[config.mk]
export PLATFORM = sky130hd
export DESIGN_NAME = hippo_memory_lsu
export DESIGN_NICKNAME = d
export VERILOG_FILES = /design/src/rtl/hippo_memory_pkg.sv /design/src/rtl/hippo_memory_load_extend.sv /design/src/rtl/hippo_memory_lsu.sv
export SDC_FILE = /design/constraint.sdc
export NUM_CORES = 1
export LEC_CHECK = 0
export BUFFER_PORTS_ARGS = -buffer_cell sky130_fd_sc_hd__buf_2
export CORE_MARGIN = 8
export CORE_UTILIZATION = 30
export CTS_CLUSTER_DIAMETER = 150
export CTS_CLUSTER_SIZE = 28
export DETAILED_ROUTE_END_ITERATION = 16
export HOLD_SLACK_MARGIN = 0.05
export PLACE_DENSITY_LB_ADDON = 0.12
export SYNTH_ARGS = -nofsm -noshare
export SYNTH_HDL_FRONTEND = slang
export SYNTH_SLANG_ARGS = --single-unit
[constraint.sdc]
create_clock -name clk_i -period 2.7 [get_ports clk_i]
set_input_delay 0.405 -clock clk_i [delete_from_list [all_inputs] [get_ports clk_i]]
set_output_delay 0.405 -clock clk_i [all_outputs]
set_load 0.02 [all_outputs]
[src/rtl/hippo_memory_pkg.sv]
// Shared types and constants for the hippo memory load/store unit:
// access sizes, memory byte-lane masks and the LSU state encoding.
package hippo_memory_pkg;

    typedef enum logic [1:0] {
        BYTE    = 2'd0,
        HALF    = 2'd1,
        WORD    = 2'd2,
        ILLEGAL = 2'd3
    } access_size_e;

    typedef enum logic [1:0] {
        IDLE    = 2'd0,
        ISSUE   = 2'd1,
        CAPTURE = 2'd2,
        RESP    = 2'd3
    } lsu_state_e;

    localparam logic [3:0] LANE_BYTE = 4'b0001;
    localparam logic [3:0] LANE_HALF = 4'b0011;
    localparam logic [3:0] LANE_WORD = 4'b1111;
    localparam logic [3:0] LANE_NONE = 4'b0000;

    function automatic logic [3:0] lane_mask(input access_size_e size);
        case (size)
            BYTE:    lane_mask = LANE_BYTE;
            HALF:    lane_mask = LANE_HALF;
            WORD:    lane_mask = LANE_WORD;
            default: lane_mask = LANE_NONE;
        endcase
    endfunction

    // An illegal size reports zero bytes; callers flag it separately.
    function automatic logic [2:0] size_bytes(input access_size_e size);
        case (size)
            BYTE:    size_bytes = 3'd1;
            HALF:    size_bytes = 3'd2;
            WORD:    size_bytes = 3'd4;
            default: size_bytes = 3'd0;
        endcase
    endfunction

endpackage

[src/rtl/hippo_memory_load_extend.sv]
// Masks raw memory read data to the access size and zero- or sign-extends
// it to 32 bits. Purely combinational.
module hippo_memory_load_extend
    import hippo_memory_pkg::*;
(
    input  access_size_e size,
    input  logic         sign_ext,
    input  logic [31:0]  raw_data,
    output logic [31:0]  ext_data
);

    // Select the low lanes and replicate the sign bit when requested.
    always_comb begin
        ext_data = 32'h0000_0000;
        case (size)
            BYTE:    ext_data = {{24{sign_ext & raw_data[7]}}, raw_data[7:0]};
            HALF:    ext_data = {{16{sign_ext & raw_data[15]}}, raw_data[15:0]};
            WORD:    ext_data = raw_data;
            default: ext_data = 32'h0000_0000;
        endcase
    end

endmodule

[src/rtl/hippo_memory_lsu.sv]
// Load/store unit between a core request port and a single-cycle-latency
// byte-interleaved memory; checks bounds/size and extends load data.
module hippo_memory_lsu
    import hippo_memory_pkg::*;
#(
    parameter int MEMORY_DEPTH_BYTES = 1024,
    parameter int ADDR_WIDTH         = $clog2(MEMORY_DEPTH_BYTES)
) (
    input  logic                  clk_i,
    input  logic                  rst_i,
    input  logic                  req_valid_i,
    output logic                  req_ready_o,
    input  logic                  req_we_i,
    input  logic [1:0]            req_width_i,
    input  logic                  req_signed_i,
    input  logic [ADDR_WIDTH-1:0] req_addr_i,
    input  logic [31:0]           req_wdata_i,
    output logic                  rsp_valid_o,
    input  logic                  rsp_ready_i,
    output logic [31:0]           rsp_rdata_o,
    output logic                  rsp_err_o,
    output logic [3:0]            mem_width_o,
    output logic                  mem_sign_extend_o,
    output logic [ADDR_WIDTH-1:0] mem_addr_o,
    output logic [31:0]           mem_data_o,
    output logic                  mem_we_o,
    input  logic [31:0]           mem_data_i
);

    localparam int EW = ADDR_WIDTH + 3;
    localparam logic [EW-1:0] DEPTH_L = EW'(MEMORY_DEPTH_BYTES);

    lsu_state_e            state_r;
    lsu_state_e            next_state_s;
    logic                  req_we_r;
    access_size_e          req_size_r;
    logic                  req_signed_r;
    logic [ADDR_WIDTH-1:0] mem_addr_r;
    logic [31:0]           mem_data_r;
    logic [31:0]           rsp_rdata_r;
    logic                  rsp_err_r;

    access_size_e          in_size_s;
    logic [EW-1:0]         end_addr_s;
    logic                  req_err_s;
    logic                  accept_s;
    logic [31:0]           load_ext_s;

    assign in_size_s  = access_size_e'(req_width_i);
    assign accept_s   = req_valid_i & req_ready_o;
    assign end_addr_s = EW'(req_addr_i) + EW'(size_bytes(in_size_s));

    // End address is computed with spare bits so the top-of-memory check cannot wrap.
    always_comb begin
        req_err_s = 1'b0;
        if ((in_size_s == ILLEGAL) || (end_addr_s > DEPTH_L)) begin
            req_err_s = 1'b1;
        end else begin
            req_err_s = 1'b0;
        end
    end

    // Next-state decode.
    always_comb begin
        next_state_s = state_r;
        case (state_r)
            IDLE: begin
                if (accept_s) begin
                    next_state_s = req_err_s ? RESP : ISSUE;
                end else begin
                    next_state_s = IDLE;
                end
            end
            ISSUE: begin
                if (req_we_r) begin
                    next_state_s = RESP;
                end else begin
                    next_state_s = CAPTURE;
                end
            end
            CAPTURE: next_state_s = RESP;
            RESP: begin
                if (rsp_ready_i) begin
                    next_state_s = IDLE;
                end else begin
                    next_state_s = RESP;
                end
            end
            default: next_state_s = IDLE;
        endcase
    end

    hippo_memory_load_extend u_load_extend (
        .size     (req_size_r),
        .sign_ext (req_signed_r),
        .raw_data (mem_data_i),
        .ext_data (load_ext_s)
    );

    // State, request capture and response data registers.
    always_ff @(posedge clk_i) begin
        if (!rst_i) begin
            state_r      <= IDLE;
            req_we_r     <= 1'b0;
            req_size_r   <= BYTE;
            req_signed_r <= 1'b0;
            mem_addr_r   <= '0;
            mem_data_r   <= 32'h0000_0000;
            rsp_rdata_r  <= 32'h0000_0000;
            rsp_err_r    <= 1'b0;
        end else begin
            state_r <= next_state_s;
            if (accept_s) begin
                req_we_r     <= req_we_i;
                req_size_r   <= in_size_s;
                req_signed_r <= req_signed_i;
                rsp_err_r    <= req_err_s;
                rsp_rdata_r  <= 32'h0000_0000;
                // Rejected requests leave the memory-side address/data untouched.
                if (!req_err_s) begin
                    mem_addr_r <= req_addr_i;
                    mem_data_r <= req_wdata_i;
                end
            end else if (state_r == CAPTURE) begin
                rsp_rdata_r <= load_ext_s;
            end
        end
    end

    // Memory strobes exist only in ISSUE; reset gates the write enable directly.
    always_comb begin
        mem_we_o    = 1'b0;
        mem_width_o = LANE_NONE;
        if (state_r == ISSUE) begin
            mem_width_o = lane_mask(req_size_r);
            mem_we_o    = req_we_r & rst_i;
        end else begin
            mem_width_o = LANE_NONE;
            mem_we_o    = 1'b0;
        end
    end

    assign req_ready_o       = (state_r == IDLE);
    assign rsp_valid_o       = (state_r == RESP);
    assign rsp_rdata_o       = rsp_rdata_r;
    assign rsp_err_o         = rsp_err_r;
    assign mem_sign_extend_o = 1'b0;
    assign mem_addr_o        = mem_addr_r;
    assign mem_data_o        = mem_data_r;

endmodule

==> metrics.md, run 1 <==
| Metric | Value |
|---|---|
| Status | finished clean |
| CP Capture Type | register |
| Commonest non-fill, non-tap cell in the layout | buf_2 |
| Fin nets | about 650 |
| Row Count | 40 |
| Area growth syn-to-layout | 33.9% |
| Count of warnings emitted by yosys | 0 |
| PnR Total Power | 3210 uW |
| Area contributors post-synth | dfxtp_1 (46%), mux2i_1 (12%), nand2_1 (12%) |
| Worst path max stage delay | 0.39 ns |
| Die Y | about 120 um |
| Worst reg2reg path startpoint | req_size_r[0] |
| Final Util | 40.4% |
| WHS | approximately 0.32 ns |
| Critical Path RT | 2.95 ns |
| Multiplexer area fraction after synthesis | roughly 12% |
| Routed len/inst | ~15 um |
| Vias in the first global route | about 3400 |
| Yosys top cell area share | 45.5% |
| Flops & latches, synth | 81 |
| Avg Cell Area, Syn | between 8 and 9 sq um |
| Top_reg_cell synth | dfxtp_1 |
| Hold Fails Final Rpt | 0 |
| H-tree depth | 3 |
| Achievable Freq | approximately 430 MHz |
| Routed wire length | around 10 mm |
| Synth area leader | dfxtp_1 |
| Delay-heaviest family, CP | adder cells |
| Post-layout min period | 2.30 ns |
| Post-route ant nets | 0 |
| Worst Hold Class | in -> reg |
| Final setup violating endpoints | 0 |
| Adder-Cell Fraction of Synth Area | 3.02% |
| Setup TNS | 0 ns |
| Crit path kind | in -> reg |
| Static Leak | 0.00237 uW |
| Main combinational cell family by area after synthesis | simple AND/OR/NAND/NOR gates |
| First-pass GRT wire length | ~17 mm |
| Pwr Density | roughly 670 nW/um^2 |
| # DRC | 0 |
| CTS sink count | slightly above 80 |
| Total CTS buffers | 9 |
| Tightest Pin Transition | about 1.2 ns |
| # hold bufs at CTS | 0 |
| Crit path launch type | input port |
| Initial antenna violation count | 1 |
| Worst EP arrival | roughly 2.6 ns |
| Die area | roughly 16000 sq um |
| Post-Syn Area | 3560 sq um |
| Grt ovf | 0 |
| Complex-gate fraction of the synthesized area | about 11% |
| DRT iter0 DRCs | 260 |
| Synth cell types | 37 |
| CP Buf/Inv Count | 3 |
| Post-synthesis xor/xnor area fraction | less than 1% |
| Crit path from | req_width_i[1] |
| Clk Latency, worst-skew pair | ~0.33 ns |
| Clock buffer depth | 2 |
| RSZ-0062 raised after global routing | false |
| Starting Density | 30.2% |
| DR pass1 iterations | 4 |
| Final Skew | 0.00404 ns |
| Peak VDD IR | approximately 0.36 mV |
| Hold Startpoint | req_wdata_i[14] |
| CTS Root Cell | clkbuf_16 |
| Async S/R FF share, synth | 0% |
| Via total after detailed routing | ~3300 |
| Post-synthesis sequential area ratio | a little under half |
| CP Max Fanout | 36 |
| Port-buffer cells | about 160 |
| Share of layout cells above drive strength 1 | between 30% and 40% |
| Max cap viols | 0 |
| TritonCTS clock tree | yes |
| Synthesized instance count | 406 |
| Rel. slew slack | ~22% |
| Synth Area in Simple Gates | 21.6% |
| Crit share post-route | approximately 85% |
| CP max stage cell | fa_1 |
| Syn Nets | 496 |
| Most frequent cells in the layout | buf_2 (163), nand2_1 (111), dfxtp_1 (81), mux2i_1 (42), nor2_1 (34) |
| Placer Congestion | around 0.73 |
| Core ar. | roughly 12000 sq um |
| Final HPWL DP | around 7.6 mm |
| Max-slew violations | 0 |
| GRT Resource Usage Total | 13.1% |
| CTS clk-pin slew, worst paths | approximately 0.06 ns |
| Largest net degree at the start of global routing | 79 |
| Vias per cell | between 4 and 5 |
| Number of fill cells | 1231 |
| CTS resizes | 0 |
| Boundary Pins | ~170 |
| Setup bufs post-CTS | 0 |
| Width of the die | between 100 and 150 um |
| Worst path cell trace | buf_2, nor2_1, ha_1, inv_1, fa_1, xor2_1, nand4b_1, a221oi_4, buf_12, mux2i_1 |
| Post-synth EDFFs | 0 |
-- flip-flops by register name (all words and copies together) (netlist names) --
name and cells:
mem_addr_o 10, mem_data_o 32, req_signed_r 1, req_size_r 2, req_we_r 1, rsp_err_o 1, rsp_rdata_o 32, state_r 2
-- cell type report --
type / instances / area [sq um] / share of cell area (%)
antenna: 1 / 2.50 / 0.0525
clock buffer: 11 / 253 / 5.30
clock inverter: 5 / 77.6 / 1.63
inverter: 6 / 22.5 / 0.472
multi-input combinational: 288 / 1730 / 36.4
sequential: 81 / 1620 / 34.0
tap: 147 / 184 / 3.86
timing repair buffer: 169 / 873 / 18.3
-- routing by layer --
| layer | up-vias | global-route usage [%] | wire length (um) |
|---|---|---|---|
| li1 | 1659 | - | - |
| met1 | 1500 | 15.9 | 4680 |
| met2 | 115 | 20.6 | 4570 |
| met3 | 12 | 5.23 | 919 |
| met4 | 2 | 4.73 | 150 |
| met5 | - | 0 | 10 |
-- final timing paths --
kind         slack [ns]        endpoint  depth (start not counted)
max                0.40  mem_data_o[20]                         10
min                0.32  mem_data_o[14]                          3
max reg2reg        0.63  rsp_rdata_o[6]                          6
min reg2reg        0.46   mem_addr_o[1]                          2
-- per-stage QoR --
step,setup slack (ns),instance area (sq um),std cells
5_1_grt,0.216,4770,707
2_1_floorplan,0.539,3560,406
3_5_place_dp,0.0405,4440,691
4_1_cts,0.388,4770,707
6_report,0.400,4770,708
3_3_place_gp,0.188,4440,691
-- Yosys cell counts, drive strengths merged, types with 3 or more instances --
| library cell | instances |
|---|---|
| a21boi | 4 |
| nor2 | 35 |
| a21o | 8 |
| clkbuf | 16 |
| nand3 | 20 |
| nor2b | 3 |
| mux2i | 42 |
| nand2 | 111 |
| dfxtp | 81 |
| ha | 7 |
| a22oi | 33 |
| buf | 15 |
| and2 | 4 |
| inv | 6 |
-- cell families after synthesis --
family,count (synthesis)
adder cells (fa/ha/maj),8
multiplexers,43
AND/OR/NAND/NOR,183
XOR/XNOR,1
buffers and inverters,37
other,1
flip-flops,81
AO/OA/AOI/OAI,52
-- where the power goes --
part	internal, uW	switching [uW]
Combinational	219	347
Clock	857	482
Sequential	1270	41.3
-- worst min-delay path, cell delays in order --
cell and delay, ns:
buf_2 0.10, nand2_1 0.04, mux2i_1 0.05
Note: power is estimated with default switching activity, not from simulation.
==> run 2: changes to the inputs <==
- CORE_ASPECT_RATIO: default -> 0.5
==> metrics.md, run 2 (synthesized netlist as in run 1, its figures left out) <==
| Metric | Value |
|---|---|
| CTS clk-pin slew, worst paths | 0.06 ns (about the same) |
| Crit share post-route | 81.3% (was 85.2%) |
| Most frequent cells in the layout | buf_2 (163), nand2_1 (111), dfxtp_1 (81), mux2i_1 (42), nor2_1 (34) (unchanged) |
| Share of layout cells above drive strength 1 | 33.8% (was 33.9%) |
| Initial antenna violation count | 0 (was 1) |
| CTS resizes | 0 (unchanged) |
| Final Util | 40.8% (was 40.4%) |
| CP Capture Type | register (unchanged) |
| Crit path kind | in -> reg (unchanged) |
| Worst EP arrival | 2.46 ns (was 2.55 ns) |
| Row Count | 28 (was 40) |
| Achievable Freq | 455 MHz (was 435 MHz) |
| Final cell count without fillers | 727 (was 708) |
| First-pass GRT wire length | 16.0 mm (was 17.1 mm) |
| # DRC | 0 (unchanged) |
| CTS Root Cell | clkbuf_16 (unchanged) |
| Clk Latency, worst-skew pair | 0.33 ns (about the same) |
| Antenna diodes | 0 (was 1) |
| Final setup violating endpoints | 0 (unchanged) |
| Number of fill cells | 1252 (was 1231) |
| RSZ-0062 raised after global routing | false (unchanged) |
| Routed wire length | 10.4 mm (was 10.3 mm) |
| Total CTS buffers | 9 (unchanged) |
| Starting Density | 30.4% (was 30.2%) |
| Placed insts | 711 (was 691) |
| CP Max Fanout | 23 (was 36) |
| Area growth syn-to-layout | 33.9% (unchanged) |
| Crit path launch type | input port (unchanged) |
| Tightest Pin Transition | 0.702 ns (was 1.16 ns) |
| Die area | 15800 sq um (was 15600 sq um) |
| Vias per cell | 4.39 (was 4.64) |
| Max cap viols | 0 (unchanged) |
| Hold Fails Final Rpt | 0 (unchanged) |
| Commonest non-fill, non-tap cell in the layout | buf_2 (unchanged) |
| H-tree depth | 3 (unchanged) |
| Port-buffer cells | 163 (unchanged) |
| Static Leak | 0.00236 uW (was 0.00237 uW) |
| Critical Path RT | 2.96 ns (was 2.95 ns) |
| Width of the die | 170 um (was 125 um) |
| Sw Share | 27.9% (was 27.1%) |
| Final HPWL DP | 7.59 mm (was 7.60 mm) |
| DR pass1 iterations | 4 (unchanged) |
| Max-slew violations | 0 (unchanged) |
| Rel. slew slack | 53.1% (was 22.4%) |
| Peak VDD IR | 0.265 mV (was 0.358 mV) |
| Routed len/inst | 14.3 um (was 14.6 um) |
| Grt ovf | 0 (unchanged) |
| NetSw | 855 uW (was 870 uW) |
| Reg power frac | 42.7% (was 40.7%) |
| Placer Congestion | 0.738 (was 0.729) |
| Post-route ant nets | 0 (unchanged) |
| Worst Hold Class | in -> reg (unchanged) |
| GRT Resource Usage Total | 12.5% (was 13.1%) |
| Boundary Pins | 165 (unchanged) |
| Largest net degree at the start of global routing | 50 (was 79) |
| Setup bufs post-CTS | 0 (unchanged) |
| Clock buffer depth | 2 (unchanged) |
| Vias in the first global route | 3144 (was 3369) |
| # hold bufs at CTS | 0 (unchanged) |
| Core ar. | 11700 sq um (was 11800 sq um) |
| Cell-internal power | 2210 uW (was 2340 uW) |
| Die Y | 93.1 um (was 125 um) |
| TritonCTS clock tree | yes (unchanged) |
| CTS sink count | 81 (unchanged) |
| Status | finished clean (unchanged) |
| Clock share of power | 38.7% (was 41.7%) |
| Setup TNS | 0 ns (unchanged) |
| Final Skew | 0.00764 ns (was 0.00404 ns) |
| Comb power frac | 18.6% (was 17.6%) |
| Pwr Density | 642 nW/um^2 (was 674 nW/um^2) |
| Via total after detailed routing | 3190 (was 3288) |
| Post-layout min period | 2.20 ns (was 2.30 ns) |
| DRT iter0 DRCs | 144 (was 260) |
| Fin nets | 647 (was 645) |
run 2: cell count changes in the layout (fill, tap and decap cells not counted), sizes merged:
| cell | previous run | this run |
|---|---|---|
| bufinv | 2 | 1 |
| clkinv | 2 | 3 |
| buf | 169 | 171 |
| diode | 1 | 0 |
run 2: power groups by stage:
stage / sequential [uW] / clock [uW] / combinational, uW
3_3_place_gp: 1330 / 0 / 577
5_1_grt: 1320 / 1290 / 626
2_1_floorplan: 1400 / 0 / 312
3_5_place_dp: 1330 / 0 / 580
4_1_cts: 1310 / 1240 / 583
6_report: 1310 / 1180 / 568
run 2: final cells by class:
| class | instances | area [sq um] | area share, % |
|---|---|---|---|
| clock inverter | 5 | 56.3 | 1.18 |
| clock buffer | 11 | 233 | 4.88 |
| multi-input combinational | 288 | 1730 | 36.2 |
| timing repair buffer | 171 | 901 | 18.9 |
| sequential | 81 | 1620 | 34.0 |
| tap | 165 | 206 | 4.33 |
| inverter | 6 | 22.5 | 0.472 |
run 2: metrics by stage:
stage | instance area [sq um] | hold slack, ns | setup slack (ns) | power, uW
finish | 4770 | 0.315 | 0.504 | 3060
global placement | 4480 | 0.440 | 0.196 | 1910
global route | 4770 | 0.309 | 0.339 | 3230
CTS | 4770 | 0.300 | 0.489 | 3130
floorplan | 3560 | 0.449 | 0.539 | 1720
detailed placement | 4480 | 0.446 | 0.144 | 1910
run 2: path summary, 6_finish.rpt:
path                            slack, ns            start        endpoint  cells after the start
worst max-delay path                 0.50   req_width_i[1]  mem_data_o[24]                     10
worst min-delay path                 0.32  req_wdata_i[27]  mem_data_o[27]                      3
worst max register to register       0.95    req_size_r[0]  rsp_rdata_o[2]                      6
worst min register to register       0.46   mem_data_o[20]  mem_data_o[20]                      2
run 2: critical path, stage by stage:
cell and delay (ns):
buf_2 0.14, nor2_1 0.11, ha_1 0.17, inv_1 0.05, fa_1 0.38, xor2_1 0.15, nand4b_1 0.18, a221oi_4 0.40
buf_12 0.24, mux2i_1 0.20
run 2: per-layer routing:
| metal | vias to the layer above | track usage, % | part of all wire, % |
|---|---|---|---|
| met2 | 87 | 20.3 | 47 |
| met3 | 7 | 4.62 | 7.4 |
| met1 | 1427 | 15.4 | 45 |
| met4 | 0 | 3.48 | 0.82 |
| met5 | - | 0 | 0 |
| li1 | 1669 | - | - |
==> run 3: changes to the inputs <==
- ABC_AREA: default -> 1
- clock period: 2.7 -> 2.15 ns (I/O delays scaled with it)
==> metrics.md, run 3 <==
| Metric | Value |
|---|---|
| Synth area leader | dfxtp_1 (unchanged) |
| Area of the multi-input gates | 1720 sq um (was 1730 sq um) |
| Clock share of power | 36.1% (was 38.7%) |
| Share of layout cells above drive strength 1 | 25.4% (was 33.8%) |
| Crit share post-route | 91.1% |
| Achievable Freq | a little over 500 MHz |
| Hold Fails Final Rpt | 0 (unchanged) |
| Crit path kind | in -> reg (unchanged) |
| Synthesized instance count | 645 (was 406) |
| Status | finished clean (unchanged) |
| Width of the die | 180 um (was 170 um) |
| Storage cell area | 1620 sq um (unchanged) |
| Post-layout min period | 1.96 ns |
| Flops & latches, synth | 81 (unchanged) |
| Port-buffer cells | 163 (unchanged) |
| Initial antenna violation count | 0 (unchanged) |
| Reg power frac | 38.6% (was 42.7%) |
| CTS clk-pin slew, worst paths | 0.07 ns (was 0.06 ns) |
| Starting Density | 30.2% (was 30.4%) |
| Vias per cell | 4.19 (was 4.39) |
| Max cap viols | 0 (unchanged) |
| Total CTS buffers | 9 (unchanged) |
| # DRC | 0 (unchanged) |
| NetSw | 1480 uW (was 855 uW) |
| Routed len/inst | 12.9 um (was 14.3 um) |
| Via total after detailed routing | 4127 (was 3190) |
| Vias in the first global route | 4030 (was 3144) |
| Routed wire length | 12.7 mm (was 10.4 mm) |
| Final HPWL DP | 9.09 mm (was 7.59 mm) |
| Post-Syn Area | 4030 sq um (was 3560 sq um) |
| Final Skew | 0.00993 ns (was 0.00764 ns) |
| Worst Hold Class | in -> reg (unchanged) |
| Worst path cell trace | buf_2, nor2_1, ha_2, inv_1, fa_2, nand2_1, nor2_1, nand2_1, o21ai_4, buf_4, buf_4, nand4_1, nand2_1, nor2_1 (was buf_2, nor2_1, ha_1, inv_1, fa_1, xor2_1, nand4b_1, a221oi_4, buf_12, mux2i_1) |
| Final setup violating endpoints | 0 (unchanged) |
| Crit path launch type | input port (unchanged) |
| Antenna diodes | 0 (unchanged) |
| # hold bufs at CTS | 0 (unchanged) |
| CTS sink count | 81 (unchanged) |
| CTS Root Cell | clkbuf_16 (unchanged) |
| Core ar. | 13300 sq um (was 11700 sq um) |
| Pwr Density | 815 nW/um^2 (was 642 nW/um^2) |
| Commonest cells in the netlist | nand2_1 (213), inv_1 (145), dfxtp_1 (81), nor2_1 (63), nand4_1 (42) (was nand2_1 (111), dfxtp_1 (81), mux2i_1 (42), nor2_1 (34), a22oi_1 (33)) |
| Area contributors post-synth | dfxtp_1 (40%), nand2_1 (20%), inv_1 (14%) (was dfxtp_1 (46%), mux2i_1 (12%), nand2_1 (12%)) |
| Max-slew violations | 0 (unchanged) |
| Fin worst setup slack | 0.190 ns (was 0.504 ns) |
| H-tree depth | 3 (unchanged) |
| First-pass GRT wire length | 20.7 mm (was 16.0 mm) |
| TritonCTS clock tree | yes (unchanged) |
| Async S/R FF share, synth | 0% (unchanged) |
| Largest net degree at the start of global routing | 47 (was 50) |
| Tightest Pin Transition | 0.500 ns (was 0.702 ns) |
| Placer Congestion | 0.803 (was 0.738) |
| Rel. slew slack | 66.7% (was 53.1%) |
| CP max stage cell | fa_2 (was a221oi_4) |
| Die area | 17600 sq um (was 15800 sq um) |
| Most frequent cells in the layout | nand2_1 (213), buf_2 (163), inv_1 (145), dfxtp_1 (81), nor2_1 (63) (was buf_2 (163), nand2_1 (111), dfxtp_1 (81), mux2i_1 (42), nor2_1 (34)) |
| Static Leak | 0.00313 uW (was 0.00236 uW) |
| Syn Nets | 735 (was 496) |
| Clock buffer depth | 2 (unchanged) |
| Yosys top cell area share | 40.2% (was 45.5%) |
| Die Y | 98.0 um (was 93.1 um) |
| DR pass1 iterations | 4 (unchanged) |
| Worst EP arrival | 2.20 ns (was 2.46 ns) |
| DRT iter0 DRCs | 161 (was 144) |
| CP Max Fanout | 7 (was 23) |
| Boundary Pins | 165 (unchanged) |
| Post-route ant nets | 0 (unchanged) |
| Grt ovf | 0 (unchanged) |
| CP Capture Type | register (unchanged) |
| Count of warnings emitted by yosys | 0 (unchanged) |
| Sw Share | 33.4% (was 27.9%) |
| Worst path max stage delay | 0.51 ns (was 0.40 ns) |
| Avg Cell Area, Syn | 6.25 sq um (was 8.77 sq um) |
| Post-synth EDFFs | 0 (unchanged) |
| Fin nets | 893 (was 647) |
| Area growth syn-to-layout | 34.4% (was 33.9%) |
| Clk Latency, worst-skew pair | 0.34 ns (was 0.33 ns) |
| Top_reg_cell synth | dfxtp_1 (unchanged) |
| Number of fill cells | 1478 (was 1252) |
| Synth cell types | 19 (was 37) |
| Row Count | 30 (was 28) |
| Commonest non-fill, non-tap cell in the layout | nand2_1 (was buf_2) |
| Comb power frac | 25.3% (was 18.6%) |
| GRT Resource Usage Total | 14.1% (was 12.5%) |
| PnR Total Power | 4410 uW (was 3060 uW) |
| Cell-internal power | 2940 uW (was 2210 uW) |
| Critical Path RT | 2.39 ns (was 2.96 ns) |
| Post-synthesis sequential area ratio | 40.2% (was 45.5%) |
| Top-count cell post-synth | nand2_1 (unchanged) |
| Peak VDD IR | 0.373 mV (was 0.265 mV) |
| Pre-CTS setup slack | -0.172 ns (was 0.144 ns) |
[run 3: path summary, 6_finish.rpt]
check,start,endpoint,slack [ns],cells past startpoint
max,req_width_i[1],mem_data_o[24],0.19,14
min,mem_data_i[6],rsp_rdata_o[6],0.22,3
max reg2reg,req_size_r[1],rsp_rdata_o[22],0.48,8
min reg2reg,rsp_rdata_o[16],rsp_rdata_o[16],0.46,2
[run 3: through the flow]
step / util (%) / TNS (ns) / instances / hold WS, ns / area [sq um]
after floorplan: - / 0 / 645 / 0.455 / 4030
after global placement: 38.1 / -4.65 / 967 / 0.450 / 5080
after detailed placement: 38.1 / -5.52 / 967 / 0.452 / 5080
after CTS: 40.4 / 0 / 983 / 0.213 / 5380
after global routing: 40.6 / -0.00793 / 984 / 0.216 / 5420
final: 40.6 / 0 / 984 / 0.224 / 5420
[run 3: repair_timing]
action,CTS,global route
buffers inserted,0,1
setup endpoints to repair,0,23
gates resized for setup,0,6
hold endpoints to repair,0,0
[run 3: worst max-delay path, delay by kind of cell]
kind | cells | cell delay [ns]
buffers and inverters | 4 | 0.44
AO/OA/AOI/OAI | 1 | 0.22
adder cells (fa/ha/maj) | 2 | 0.70
AND/OR/NAND/NOR | 7 | 0.51
[run 3: layout make-up]
| class | count | area share, % |
|---|---|---|
| Multi-Input combinational cell | 382 | 31.8 |
| Clock inverter | 7 | 1.43 |
| Timing Repair Buffer | 184 | 18.6 |
| Clock buffer | 9 | 4.16 |
| Tap cell | 176 | 4.07 |
| Inverter | 145 | 10.1 |
| Sequential cell | 81 | 29.9 |
[run 3: cell families (layout without fill, tap and decap cells)]
| group | after synthesis | count (layout) | share of synthesized area, % |
|---|---|---|---|
| and+or+nand+nor | 324 | 324 | 33.1 |
| buffers and inverters | 182 | 345 | 17.5 |
| DFF | 81 | 81 | 40.2 |
| AOI/OAI and AO/OA | 49 | 49 | 6.40 |
| adders and majority gates | 8 | 8 | 2.67 |
| other | 1 | 1 | 0.0930 |
[run 3: per-layer routing]
metal	vias up	GRT usage (%)	routed length (um)	share of wire, %
li1	2225	-	-	-
met1	1795	17.5	6090	48
met2	102	23.5	5690	45
met3	5	4.67	833	6.6
met4	0	3.06	27	0.21
met5	-	0	0	0
[run 3: power by group through the flow]
stage                     logic (uW)  registers (uW)  clock network [uW]
after floorplan                  587            1880                   0
after global placement          1120            1740                   0
after detailed placement        1120            1740                   0
after CTS                       1130            1710                1650
after global routing            1270            1720                1720
final                           1120            1710                1590
